==> config.mk <==
export PLATFORM = sky130hd
export DESIGN_NAME = interrupt_service
export DESIGN_NICKNAME = d
export VERILOG_FILES = /design/src/rtl/interrupt_service.sv
export SDC_FILE = /design/constraint.sdc
export NUM_CORES = 1
export LEC_CHECK = 0
export BUFFER_PORTS_ARGS = -buffer_cell sky130_fd_sc_hd__buf_2
export CAP_MARGIN = 5
export CORE_UTILIZATION = 44
export CTS_BUF_LIST = sky130_fd_sc_hd__clkbuf_16
export CTS_CLUSTER_SIZE = 10
export DETAILED_ROUTE_END_ITERATION = 8
export PLACE_DENSITY_LB_ADDON = 0.05
export SYNTH_ARGS = -nofsm -noshare
export SYNTH_HDL_FRONTEND = slang
export SYNTH_SLANG_ARGS = --single-unit
==> constraint.sdc <==
create_clock -name clk -period 1.7 [get_ports clk]
set_input_delay 0.085 -clock clk [delete_from_list [all_inputs] [get_ports clk]]
set_output_delay 0.085 -clock clk [all_outputs]
set_load 0.05 [all_outputs]
==> src/rtl/interrupt_service.sv <==
// Host-side servicer for the 2-bit frame-statistics interrupt: qualifies the pin, latches the state,
// runs grey/wb req-ack handshakes and returns a clear pulse. Optional ack timeout: INT_SERVICE_TIMEOUT_EN.
module interrupt_service #(
  parameter int PULSE_MIN_CYC   = 8,
  parameter int ACK_TIMEOUT_CYC = 4096,
  parameter int CNT_WD          = 16
) (
  input  logic              clk,
  input  logic              reset,
  input  logic              i_interrupt,
  input  logic [1:0]        iv_interrupt_state,
  output logic              o_grey_req,
  input  logic              i_grey_ack,
  output logic              o_wb_req,
  input  logic              i_wb_ack,
  output logic [1:0]        ov_interrupt_clear,
  output logic              o_busy,
  output logic              o_overrun,
  output logic              o_timeout,
  output logic [CNT_WD-1:0] ov_service_cnt,
  output logic [2:0]        o_dbg_state
);

  localparam int QW = $clog2(PULSE_MIN_CYC + 1);

  typedef enum logic [2:0] {
    S_IDLE  = 3'd0,
    S_LATCH = 3'd1,
    S_GREY  = 3'd2,
    S_WB    = 3'd3,
    S_CLEAR = 3'd4
  } state_t;

  state_t            state_q, state_d;
  logic              sync1_q, sync1_d;
  logic              int_s_q, int_s_d;
  logic [QW-1:0]     qual_cnt_q, qual_cnt_d;
  logic              qual_event_q, qual_event_d;
  logic              pending_q, pending_d;
  logic              overrun_q, overrun_d;
  logic [1:0]        pend_q, pend_d;
  logic [CNT_WD-1:0] cnt_q, cnt_d;
  logic              wait_expired;

  // Handshake: a req is a level held while its state is active; the matching ack is only
  // looked at while that req is high, and an ack seen on the first req cycle completes it.
  always_comb begin
    sync1_d      = i_interrupt;
    int_s_d      = sync1_q;
    qual_cnt_d   = qual_cnt_q;
    qual_event_d = 1'b0;
    state_d      = state_q;
    pending_d    = pending_q;
    overrun_d    = overrun_q;
    pend_d       = pend_q;
    cnt_d        = cnt_q;

    if (!int_s_q) begin
      qual_cnt_d = '0;
    end else if (qual_cnt_q != QW'(PULSE_MIN_CYC)) begin
      qual_cnt_d = qual_cnt_q + 1'b1;
    end
    // Fires once per pulse: only on the step from PULSE_MIN_CYC-1 to the saturation value.
    qual_event_d = int_s_q && (qual_cnt_q == QW'(PULSE_MIN_CYC - 1));

    if (qual_event_q && (state_q != S_IDLE)) begin
      if (pending_q) overrun_d = 1'b1;
      else           pending_d = 1'b1;
    end

    case (state_q)
      S_IDLE: begin
        if (qual_event_q || pending_q) begin
          state_d   = S_LATCH;
          pending_d = qual_event_q && pending_q;
        end
      end
      S_LATCH: begin
        pend_d = iv_interrupt_state;
        if (iv_interrupt_state[0])      state_d = S_GREY;
        else if (iv_interrupt_state[1]) state_d = S_WB;
        else                            state_d = S_IDLE;
      end
      S_GREY: begin
        if (i_grey_ack || wait_expired) state_d = pend_q[1] ? S_WB : S_CLEAR;
      end
      S_WB: begin
        if (i_wb_ack || wait_expired) state_d = S_CLEAR;
      end
      S_CLEAR: begin
        cnt_d   = cnt_q + 1'b1;
        state_d = S_IDLE;
      end
      default: state_d = S_IDLE;
    endcase

    o_grey_req         = (state_q == S_GREY);
    o_wb_req           = (state_q == S_WB);
    ov_interrupt_clear = (state_q == S_CLEAR) ? pend_q : 2'b00;
    o_busy             = (state_q != S_IDLE);
    o_overrun          = overrun_q;
    ov_service_cnt     = cnt_q;
    o_dbg_state        = state_q;
  end

  always_ff @(posedge clk) begin
    if (reset) begin
      state_q      <= S_IDLE;
      sync1_q      <= 1'b0;
      int_s_q      <= 1'b0;
      qual_cnt_q   <= '0;
      qual_event_q <= 1'b0;
      pending_q    <= 1'b0;
      overrun_q    <= 1'b0;
      pend_q       <= 2'b00;
      cnt_q        <= '0;
    end else begin
      state_q      <= state_d;
      sync1_q      <= sync1_d;
      int_s_q      <= int_s_d;
      qual_cnt_q   <= qual_cnt_d;
      qual_event_q <= qual_event_d;
      pending_q    <= pending_d;
      overrun_q    <= overrun_d;
      pend_q       <= pend_d;
      cnt_q        <= cnt_d;
    end
  end

`ifdef INT_SERVICE_TIMEOUT_EN
  localparam int TW = $clog2(ACK_TIMEOUT_CYC + 1);

  logic [TW-1:0] wait_cnt_q, wait_cnt_d;
  logic          timeout_q, timeout_d;
  logic          in_wait;

  // The wait counter restarts on every state change, so GREY->WB gets a fresh budget.
  always_comb begin
    in_wait      = (state_q == S_GREY) || (state_q == S_WB);
    wait_expired = in_wait && (wait_cnt_q == TW'(ACK_TIMEOUT_CYC - 1));
    wait_cnt_d   = wait_cnt_q;
    timeout_d    = timeout_q;
    if ((state_d != state_q) || !in_wait) wait_cnt_d = '0;
    else                                  wait_cnt_d = wait_cnt_q + 1'b1;
    if (wait_expired && !(o_grey_req && i_grey_ack) && !(o_wb_req && i_wb_ack)) timeout_d = 1'b1;
    o_timeout = timeout_q;
  end

  always_ff @(posedge clk) begin
    if (reset) begin
      wait_cnt_q <= '0;
      timeout_q  <= 1'b0;
    end else begin
      wait_cnt_q <= wait_cnt_d;
      timeout_q  <= timeout_d;
    end
  end
`else
  always_comb begin
    wait_expired = 1'b0;
    o_timeout    = 1'b0;
  end
`endif

endmodule

---- Word-level counts from Yosys, hierarchy flattened ----
Index checks and enable logic that the tools add are counted.
word-level totals
  flip-flop bits (word level) ............. 30
  input port bits ......................... 7
  output and inout port bits .............. 26
cells by class
  $add $sub $neg .......................... 2
  eq/ne operators ......................... 9
  mux-type cells .......................... 11
  bitwise operators ....................... 1
  reduce and logical (&&, ||, !) cells .... 9
operators by type and width
  operator               number
  $add 16x1->16 const B  1
  $mux 3                 4
  $pmux 3 s4             1
  $eq 3x2->1 const B     2
  $mux 2                 3
  $add 4x1->4 const B    1
  $eq 4x3->1 const B     1
  $ne 2x1->1 const B     2
  $ne 4x4->1 const B     1
  $eq 3x1->1 const B     1
  $eq 3x3->1 const B     1
  $logic_and 1x1->1      3
  $logic_not 3->1        1
  $mux 1                 3
  $reduce_and 3->1       1
  $reduce_bool 3->1      1
  $ne 2x2->1 const B     1
  $reduce_and 2->1       1
  $reduce_or 2->1        1
  $logic_or 1x1->1       1
  $not 1->1              1

---- Longest topological paths before layout ----
Gate-level depths: netlist of run 1.
  depth in word-level cells ............... 5
  mapped depth ............................ 6
  gate-level depth less buffers ........... 6

---- Least setup slack after synthesis of run 1 ----
Ideal clock, no wire load.
  path type ............................... register to register
  start ................................... register state_q[2] (netlist: o_dbg_state[2])
  end ..................................... register cnt_q[11] (netlist: ov_service_cnt[11])
  setup time .............................. 70 ps
  arrival ................................. 1822 ps
  data required time ...................... 1630 ps
  slack ................................... -192 ps
  stages on the path, launching flop included .. 6
  path buffers ............................ 1
  clock period less this slack ............ 1892 ps
  cells stage by stage .................... dfxtp_1 and4bb_1 buf_4 nand3_4 or4b_1 a21oi_1
on the way
  longest elaborated chain between the ends .. 1
ends and longest elaborated chain
  element                   RTL line  source
  start: declaration        34        state_t state_q, state_d;
  start signal: assignment  118       state_q <= state_d;
  $eq 3x3->1                71        case (state_q)
  end signal: assignment    126       cnt_q <= cnt_d;
  end: declaration          42        logic [CNT_WD-1:0] cnt_q, cnt_d;
No other way between the ends.
A chain may end at the register's enable or synchronous reset.

---- Final worst setup path of run 1 ----
  start ................................... register cnt_q[3] (netlist: ov_service_cnt[3])
  end ..................................... register cnt_q[15] (netlist: ov_service_cnt[15])
on the way
  longest elaborated chain between the ends .. 1
ends and longest elaborated chain
  element        RTL line  source
  $add 16x1->16  91        cnt_d = cnt_q + 1'b1;
No other way between the ends.

==> run_results.csv, run 1 <==
group,metric,value,unit
critical_path,cp_max_fo,7,
synth,syn-cell-area,0.00136,mm2
power,p_leak,0.704,nW
floorplan,dieWidth,57.6,um
critical_path,cpPeakStageDelay,0.53,ns
synth,synth.most_common_cell,"dfxtp_1",
power,power.switching,316,uW
clock_tree,htree_levels,2,
synth,synth_fp_nets,165,
power,sw_frac_of_total,20.3,%
timing,fin_ws,0.140,ns
timing,rsz0062_at_grt,"false",
clock_tree,numCtsBuffers,5,
critical_path,required,1.91,ns
min_path,hold_depth,2,
global_routing,grt_usage,18.7,%
clock_tree,cts.clk_slew.worst_paths,0.05,ns
synth,synth-seq-area-share,44.2,%
power,intPower,1.24,mW
synth,synth_warnings,0,
floorplan,die_h,57.6,um
critical_path,critical-path-slowest-cell,"or4_1",
run,drv_cap,0,
drt,wl,2.62,mm
floorplan,coreArea,0.00285,mm2
floorplan,rows,19,
timing,finalSetupViolCount,0,
synth,synth_common_cells,"dfxtp_1, nor2_1, nand2_1",
clock_tree,cts-root-buf,"clkbuf_16",
synth,yosys-top-cells-area,"dfxtp_1, nor2_1, xor2_1",
min_path,hold_class,"input pin to flop",
drt,postRouteAntennaNets,0,
critical_path,worstPathArrival,1.77,ns
synth,ys_ff_latch,30,
layout,fin_nets,200,
floorplan,initial_core_util,47.7,%
floorplan,die-area,0.00332,mm2
critical_path,rrSetupSlack,0.14,ns
clock_tree,cts_tree,"yes",
synth,ys_types,39,
critical_path,crit_type,"flop to flop",
power,ir_drop,606,uV
critical_path,r2r-end,"ov_service_cnt[15]$_SDFFE_PP0N_",
clock_tree,post_cts_buffers,0,
synth,synth_top_area_share,44.2,%
power,power,1.56,mW
critical_path,timing.rr.start,"ov_service_cnt[3]$_SDFFE_PP0N_",
drt,num_vias,1179,
timing,clock.fmax,0.641,GHz
min_path,holdPathEnd,"int_s_d$_SDFF_PP0_",
synth,synth-edff-count,0,
timing,min_period_over_period,91.8,%
status,status,"complete, but fails checks",
layout,utilization,59.8,%
drt,drc,3,
status,violations,"design-rule violations",
global_routing,grt_pass1_wl,4.63,mm
critical_path,critPathLaunchType,"flop",
placed_design,dp_hpwl,1.85,mm
critical_path,end_kind,"flop",
power,clkPwrFrac,52.6,%
global_routing,grt_pass1_vias,1047,
clock_tree,cts_sinks,30,
layout,fillers,279,
synth,syn_area_per_cell,8.77,um2
timing,timing.final.crit_period,1.56,ns
placed_design,post-place-ws,0.160,ns
placed_design,port_buffers,31,
global_routing,grt-ovfl-total,0,
power,powerDensity,915,mW/mm2
synth,yosysTopAreaCell,"dfxtp_1",
floorplan,pin_count,33,
placed_design,gp_congestion,0.825,
clock_tree,cts_buffer_depth,2,
global_routing,grt_max_degree,15,
timing,slew_viol_final,0,
global_routing,antenna_found_initial,0,
power,seq_power_share,45.4,%
drt,drt_pass1_iterations,8,
critical_path,ff2ff_path_depth,4,
clock_tree,clkLatencyLatePin,0.27,ns
timing,clock_skew,0.00376,ns
timing,hold_viol_final,0,
drt,first_iter_violations,71,
clock_tree,ctsResizeCount,0,
layout,syn_to_final_growth,25.5,%
critical_path,path_cells,"and4_1, nand3_2, or4_1, a21oi_1",
power,combPwrFrac,2.0,%
synth,synth-main-ff-cell,"dfxtp_1",
layout,drive_gt1_share,31.9,%
synth,ys_async_sr_fraction,0,%
synth,postSynthCellCount,155,
drt,routedWlPerCell,11.8,um
clock_tree,holdBufCountCts,0,
min_path,min-delay-start,"i_interrupt",
drt,vias_per_cell,5.31,
layout,diodes,0,
flip-flops by register name (all words and copies together), names as in the netlist:
signal and count:
int_s_d 1, int_s_q 1, o_dbg_state 3, o_overrun 1
ov_service_cnt 16, pend_q 2, pending_q 1, qual_cnt_q 4
qual_event_q 1
power groups by stage:
| stage | Sequential (mW) | Clock (mW) | Combinational (mW) |
|---|---|---|---|
| detailed placement | 0.722 | 0 | 0.0313 |
| global route | 0.707 | 0.882 | 0.0342 |
| floorplan | 0.722 | 0 | 0.0210 |
| global placement | 0.722 | 0 | 0.0316 |
| CTS | 0.708 | 0.839 | 0.0314 |
| finish | 0.708 | 0.821 | 0.0314 |
through the flow:
| stage | TNS (ns) | area (um2) | std cells | hold WS (ns) |
|---|---|---|---|---|
| 2_1_floorplan | -0.00339 | 1390 | 155 | 0.213 |
| 3_3_place_gp | 0 | 1570 | 214 | 0.314 |
| 4_1_cts | 0 | 1710 | 222 | 0.0220 |
| 3_5_place_dp | 0 | 1570 | 214 | 0.306 |
| 6_report | 0 | 1710 | 222 | 0.0246 |
| 5_1_grt | 0 | 1710 | 222 | 0.0595 |
logic make-up after synthesis:
group,count (synthesis),synth area share (%)
xor+xnor,12,7.73
buf+inv,10,3.86
other cells,1,0.276
mux,4,3.04
simple gates,75,29.6
compound gates,20,8.56
flops,30,44.2
fa+ha+maj,3,2.76
worst max-delay path, delay by kind of cell (launching register included):
kind               cells  cell delay [ns]
DFF                    1             0.38
and+or+nand+nor        3             0.97
AOI/OAI and AO/OA      1             0.15
how the worst max path moves through the flow:
stage	startpoint	to	slack (ns)	depth (start not counted)
floorplan	o_dbg_state[1]$_SDFFE_PP0P_	ov_service_cnt[11]$_SDFFE_PP0N_	-0.003	6
global placement	ov_service_cnt[3]$_SDFFE_PP0N_	ov_service_cnt[15]$_SDFFE_PP0N_	0.21	4
detailed placement	ov_service_cnt[3]$_SDFFE_PP0N_	ov_service_cnt[15]$_SDFFE_PP0N_	0.16	4
CTS	ov_service_cnt[3]$_SDFFE_PP0N_	ov_service_cnt[15]$_SDFFE_PP0N_	0.15	4
global route	ov_service_cnt[3]$_SDFFE_PP0N_	ov_service_cnt[15]$_SDFFE_PP0N_	0.02	4
finish	ov_service_cnt[3]$_SDFFE_PP0N_	ov_service_cnt[15]$_SDFFE_PP0N_	0.14	4
area by class of cell:
class / count / area (um2) / share of cell area [%]
flip-flops and latches: 30 / 617 / 36.1
clock inverters: 3 / 12.5 / 0.733
multi-input cells: 115 / 717 / 42.0
inverters: 3 / 11.3 / 0.660
repair buffers: 35 / 185 / 10.9
clock buffers: 5 / 125 / 7.33
well taps: 31 / 38.8 / 2.27
layer usage:
| layer | vias to the layer above | wire (um) | global-route usage (%) | share of wire, % |
|---|---|---|---|---|
| met4 | 0 | 51 | 12.2 | 2.0 |
| met5 | - | 0 | 0 | 0 |
| met2 | 30 | 1180 | 28.1 | 45 |
| li1 | 602 | - | - | - |
| met1 | 542 | 1260 | 22.9 | 48 |
| met3 | 5 | 125 | 6.12 | 4.8 |
layout by cell type, fill, tap and decap left out, types with 2 or more instances in the layout:
| cell | count |
|---|---|
| a21oi_1 | 8 |
| and2_2 | 2 |
| and3_1 | 3 |
| buf_2 | 31 |
| buf_4 | 4 |
| clkbuf_16 | 5 |
| dfxtp_1 | 17 |
| dfxtp_2 | 13 |
| ha_1 | 3 |
| inv_1 | 4 |
| mux2i_1 | 3 |
| nand2_1 | 13 |
| nand2b_1 | 3 |
| nand3_1 | 5 |
| nand4_1 | 3 |
| nor2_1 | 22 |
| nor2b_1 | 2 |
| nor3_1 | 6 |
| nor4_1 | 2 |
| o21ai_0 | 5 |
| o21ai_1 | 2 |
| or3_1 | 2 |
| or4_1 | 2 |
| xnor2_1 | 5 |
| xor2_1 | 7 |
No activity file was read; power rests on OpenSTA's default activity.
==> inputs of run 2 (changes only) <==
==> constraint.sdc (replaced) <==
create_clock -name clk -period 2 [get_ports clk]
set_input_delay 0.1 -clock clk [delete_from_list [all_inputs] [get_ports clk]]
set_output_delay 0.1 -clock clk [all_outputs]
set_load 0.05 [all_outputs]
==> run_results.csv, run 2 (synthesis gave the netlist of run 1 again) <==
group,metric,value,unit
timing,fin_ws,0.300,ns
critical_path,end_kind,"flop",
drt,drt_pass1_iterations,7,
layout,fin_nets,198,
timing,timing.final.crit_period,1.70,ns
critical_path,worstPathArrival,1.90,ns
timing,slew_viol_final,0,
clock_tree,cts_tree,"yes",
power,sw_frac_of_total,20.2,%
power,seq_power_share,45.3,%
clock_tree,cts-root-buf,"clkbuf_16",
global_routing,grt_pass1_vias,1048,
floorplan,dieWidth,57.6,um
critical_path,cp_max_fo,11,
layout,diodes,0,
clock_tree,clkLatencyLatePin,0.27,ns
layout,final_cells,220,
placed_design,dpl.cell_count,212,
clock_tree,cts.clk_slew.worst_paths,0.05,ns
layout,drive_gt1_share,22.8,%
floorplan,coreArea,0.00285,mm2
timing,hold_viol_final,0,
layout,syn_to_final_growth,22.7,%
drt,vias_per_cell,5.25,
placed_design,post-place-ws,0.285,ns
global_routing,grt_usage,18.0,%
clock_tree,ctsResizeCount,0,
timing,rsz0062_at_grt,"false",
floorplan,die-area,0.00332,mm2
power,power.switching,268,uW
timing,finalSetupViolCount,0,
status,violations,"design-rule violations",
critical_path,critPathLaunchType,"flop",
power,p_leak,0.683,nW
placed_design,gp_congestion,0.812,
global_routing,antenna_found_initial,0,
min_path,hold_class,"input pin to flop",
floorplan,die_h,57.6,um
clock_tree,numCtsBuffers,5,
power,powerDensity,796,mW/mm2
clock_tree,post_cts_buffers,0,
floorplan,pin_count,33,
placed_design,dp_hpwl,1.87,mm
global_routing,grt_max_degree,27,
run,drv_cap,0,
floorplan,initial_core_util,47.7,%
drt,wl,2.64,mm
clock_tree,cts_sinks,30,
placed_design,port_buffers,31,
layout,largest_reg_flops,16,
power,power,1.33,mW
power,clkPwrFrac,52.8,%
global_routing,grt-ovfl-total,0,
clock_tree,cts_buffer_depth,2,
global_routing,grt_pass1_wl,4.57,mm
drt,num_vias,1155,
timing,clock_skew,0.00444,ns
status,status,"complete, but fails checks",
timing,setup_tns,0,ns
floorplan,rows,19,
layout,mostFrequentLayoutCell,"buf_2",
power,combPwrFrac,1.9,%
power,intPower,1.06,mW
timing,clock.fmax,0.588,GHz
critical_path,crit_type,"flop to flop",
clock_tree,htree_levels,2,
drt,routedWlPerCell,12.0,um
critical_path,required,2.20,ns
timing,min_period_over_period,85.0,%
drt,first_iter_violations,39,
drt,drc,3,
layout,layout_common_cells,"buf_2, dfxtp_1, nor2_1, nand2_1, a21oi_1",
clock_tree,holdBufCountCts,0,
power,ir_drop,519,uV
drt,postRouteAntennaNets,0,
==> run 2: worst max-delay path: stages (launching register included) <==
cell and delay, ns:
dfxtp_1 0.39, and4bb_1 0.48, nand3_4 0.14, or4b_1 0.48, a21oi_1 0.14
==> run 2: power by group through the flow <==
stage                     logic, mW  clock network (mW)  registers, mW
after detailed placement     0.0258                   0          0.614
after global placement       0.0249                   0          0.614
after floorplan              0.0179                   0          0.614
after global routing         0.0285               0.767          0.601
final                        0.0255               0.702          0.602
after CTS                    0.0258               0.722          0.602
==> run 2: final timing paths <==
kind / end / cells past startpoint / startpoint / slack (ns)
worst min-delay path: int_s_d$_SDFF_PP0_ / 2 / i_interrupt / 0.04
worst max register to register: ov_service_cnt[11]$_SDFFE_PP0N_ / 4 / o_dbg_state[1]$_SDFFE_PP0P_ / 0.30
worst min register to register: int_s_q$_SDFF_PP0_ / 1 / int_s_d$_SDFF_PP0_ / 0.44
worst max-delay path: ov_service_cnt[11]$_SDFFE_PP0N_ / 4 / o_dbg_state[1]$_SDFFE_PP0P_ / 0.30
==> run 2: area by class of cell <==
class,instances,area [um2]
tap,31,38.8
timing repair buffer,33,170
inverter,3,11.3
fill,284,1180
clock buffer,5,125
clock inverter,3,16.3
sequential,30,601
multi-input combinational,115,707
==> run 2: through the flow <==
stage	utilization, %	instance area (um2)	hold WS, ns
final	58.5	1670	0.0415
after global routing	58.5	1670	0.0443
after global placement	53.6	1530	0.317
after CTS	58.5	1670	0.0429
after floorplan	-	1360	0.228
after detailed placement	53.6	1530	0.319
==> run 2: layer usage <==
metal	track usage, %	wire, um	up-vias
li1	-	-	601
met1	21.8	1250	529
met2	29.6	1260	23
met3	6.12	113	2
met4	6.27	17	0
met5	0	0	-
==> inputs of run 3 (changes only) <==
--- a/config.mk
+++ b/config.mk
@@ -5,9 +5,10 @@
 export SDC_FILE = /design/constraint.sdc
 export NUM_CORES = 1
 export LEC_CHECK = 0
+export ABC_AREA = 1
 export BUFFER_PORTS_ARGS = -buffer_cell sky130_fd_sc_hd__buf_2
 export CAP_MARGIN = 5
-export CORE_UTILIZATION = 44
+export CORE_UTILIZATION = 35
 export CTS_BUF_LIST = sky130_fd_sc_hd__clkbuf_16
 export CTS_CLUSTER_SIZE = 10
 export DETAILED_ROUTE_END_ITERATION = 8
==> run_results.csv, run 3 <==
group,metric,value,unit
status,status,"complete, no violations",
timing,fin_ws,0.536,ns
timing,timing.final.crit_period,1.46,ns
synth,syn_area_per_cell,6.79,um2
drt,wl,3.15,mm
layout,largest_reg_flops,16,
timing,rsz0062_at_grt,"false",
synth,synth_fp_nets,226,
floorplan,pin_count,33,
synth,syn-cell-area,0.00147,mm2
layout,layout_common_cells,"nand2_1, nor2_1, inv_1, buf_2, dfxtp_1",
synth,yosys-top-cells-area,"dfxtp_1, nand2_1, nor2_1",
global_routing,grt_usage,16.4,%
drt,routedWlPerCell,10.4,um
global_routing,antenna_found_initial,0,
synth,synth.most_common_cell,"nand2_1",
synth,synth-main-ff-cell,"dfxtp_1",
drt,num_vias,1398,
drt,postRouteAntennaNets,0,
synth,ys_types,25,
floorplan,die-area,0.00445,mm2
clock_tree,post_cts_buffers,0,
layout,drive_gt1_share,18.7,%
global_routing,use_met3,4.62,%
timing,clock.fmax,0.683,GHz
critical_path,crit_type,"flop to flop",
timing,hold_viol_final,0,
critical_path,required,2.16,ns
global_routing,met1_usage,19.6,%
synth,ys_async_sr_fraction,0,%
timing,min_period_over_period,73.2,%
global_routing,grt_pass1_vias,1329,
critical_path,worstPathArrival,1.63,ns
critical_path,end_kind,"flop",
drt,drc,0,
clock_tree,cts_buffer_depth,2,
synth,ys_ff_latch,30,
timing,clock_skew,0.00343,ns
timing,finalSetupViolCount,0,
global_routing,grt-ovfl-total,0,
layout,mostFrequentLayoutCell,"nand2_1",
power,p_leak,0.866,nW
clock_tree,holdBufCountCts,0,
synth,synth_top_area_share,41.0,%
floorplan,initial_core_util,36.7,%
synth,yosysTopAreaCell,"dfxtp_1",
layout,fin_nets,261,
global_routing,met2_usage,27.9,%
clock_tree,numCtsBuffers,5,
layout,fillers,441,
global_routing,grt_pass1_wl,5.57,mm
timing,setup_tns,0,ns
run,drv_cap,0,
synth,synth_warnings,0,
clock_tree,cts-root-buf,"clkbuf_16",
clock_tree,clkLatencyLatePin,0.27,ns
timing,slew_viol_final,0,
drt,vias_per_cell,4.63,
global_routing,top_usage_layer,"met2",
layout,syn_to_final_growth,23.2,%
clock_tree,htree_levels,2,
placed_design,gp_congestion,0.793,
placed_design,dp_hpwl,2.38,mm
layout,diodes,0,
power,power,1.32,mW
layout,utilization,45.2,%
floorplan,coreArea,0.00400,mm2
min_path,hold_class,"input pin to flop",
synth,synth_common_cells,"nand2_1, nor2_1, inv_1",
global_routing,grt_max_degree,16,
power,powerDensity,730,mW/mm2
synth,synth-edff-count,0,
synth,synth-seq-area-share,41.0,%
timing,hold_ws,0.0405,ns
placed_design,port_buffers,31,
clock_tree,cts_sinks,30,
drt,first_iter_violations,39,
floorplan,dieWidth,66.7,um
floorplan,rows,23,
drt,drt_pass1_iterations,4,
critical_path,cp_max_fo,5,
clock_tree,cts.clk_slew.worst_paths,0.05,ns
placed_design,post-place-ws,0.518,ns
synth,postSynthCellCount,216,
clock_tree,ctsResizeCount,0,
power,ir_drop,460,uV
floorplan,die_h,66.7,um
clock_tree,cts_tree,"yes",
critical_path,critPathLaunchType,"flop",
-- run 3: area by class of cell --
class / instances / area, um2 / area share [%]
inverters: 35 / 131 / 7.27
flip-flops and latches: 30 / 601 / 33.2
multi-input cells: 148 / 719 / 39.8
repair buffers: 31 / 155 / 8.59
clock inverters: 3 / 12.5 / 0.693
clock buffers: 5 / 125 / 6.93
well taps: 50 / 62.6 / 3.46
-- run 3: worst paths after layout --
check                            startpoint                              end  slack [ns]  cells past startpoint
min reg2reg              int_s_d$_SDFF_PP0_               int_s_q$_SDFF_PP0_        0.40                      2
min                             i_interrupt               int_s_d$_SDFF_PP0_        0.04                      3
max reg2reg  ov_service_cnt[0]$_SDFFE_PP0N_  ov_service_cnt[10]$_SDFFE_PP0N_        0.54                      8
max          ov_service_cnt[0]$_SDFFE_PP0N_  ov_service_cnt[10]$_SDFFE_PP0N_        0.54                      8
-- run 3: logic make-up after synthesis --
family,synth area share (%)
compound gates,8.11
xor+xnor,1.19
fa+ha+maj,2.56
buf+inv,9.98
flops,41.0
other cells,0.256
simple gates,36.9
-- run 3: report_power, final --
group | switching, mW | total (mW) | internal [mW]
Sequential | 0.00115 | 0.603 | 0.602
Clock | 0.241 | 0.689 | 0.448
Combinational | 0.0196 | 0.0275 | 0.00795
-- run 3: metrics by stage --
| step | std cells | instance area [um2] |
|---|---|---|
| 2_1_floorplan | 216 | 1470 |
| 3_3_place_gp | 294 | 1670 |
| 3_5_place_dp | 294 | 1670 |
| 4_1_cts | 302 | 1810 |
| 5_1_grt | 302 | 1810 |
| 6_report | 302 | 1810 |
-- run 3: critical path: stages, from the launching register on --
cell,delay (ns)
dfxtp_1,0.38
ha_1,0.23
nand2_1,0.10
nor2_1,0.10
nand2_1,0.07
nor2_2,0.18
nand2_1,0.09
o21ai_0,0.15
nor2_1,0.06
-- run 3: layer usage --
metal | up-vias | wire length, um
li1 | 752 | -
met1 | 616 | 1550
met2 | 25 | 1430
met3 | 5 | 137
met4 | 0 | 38
met5 | - | 0
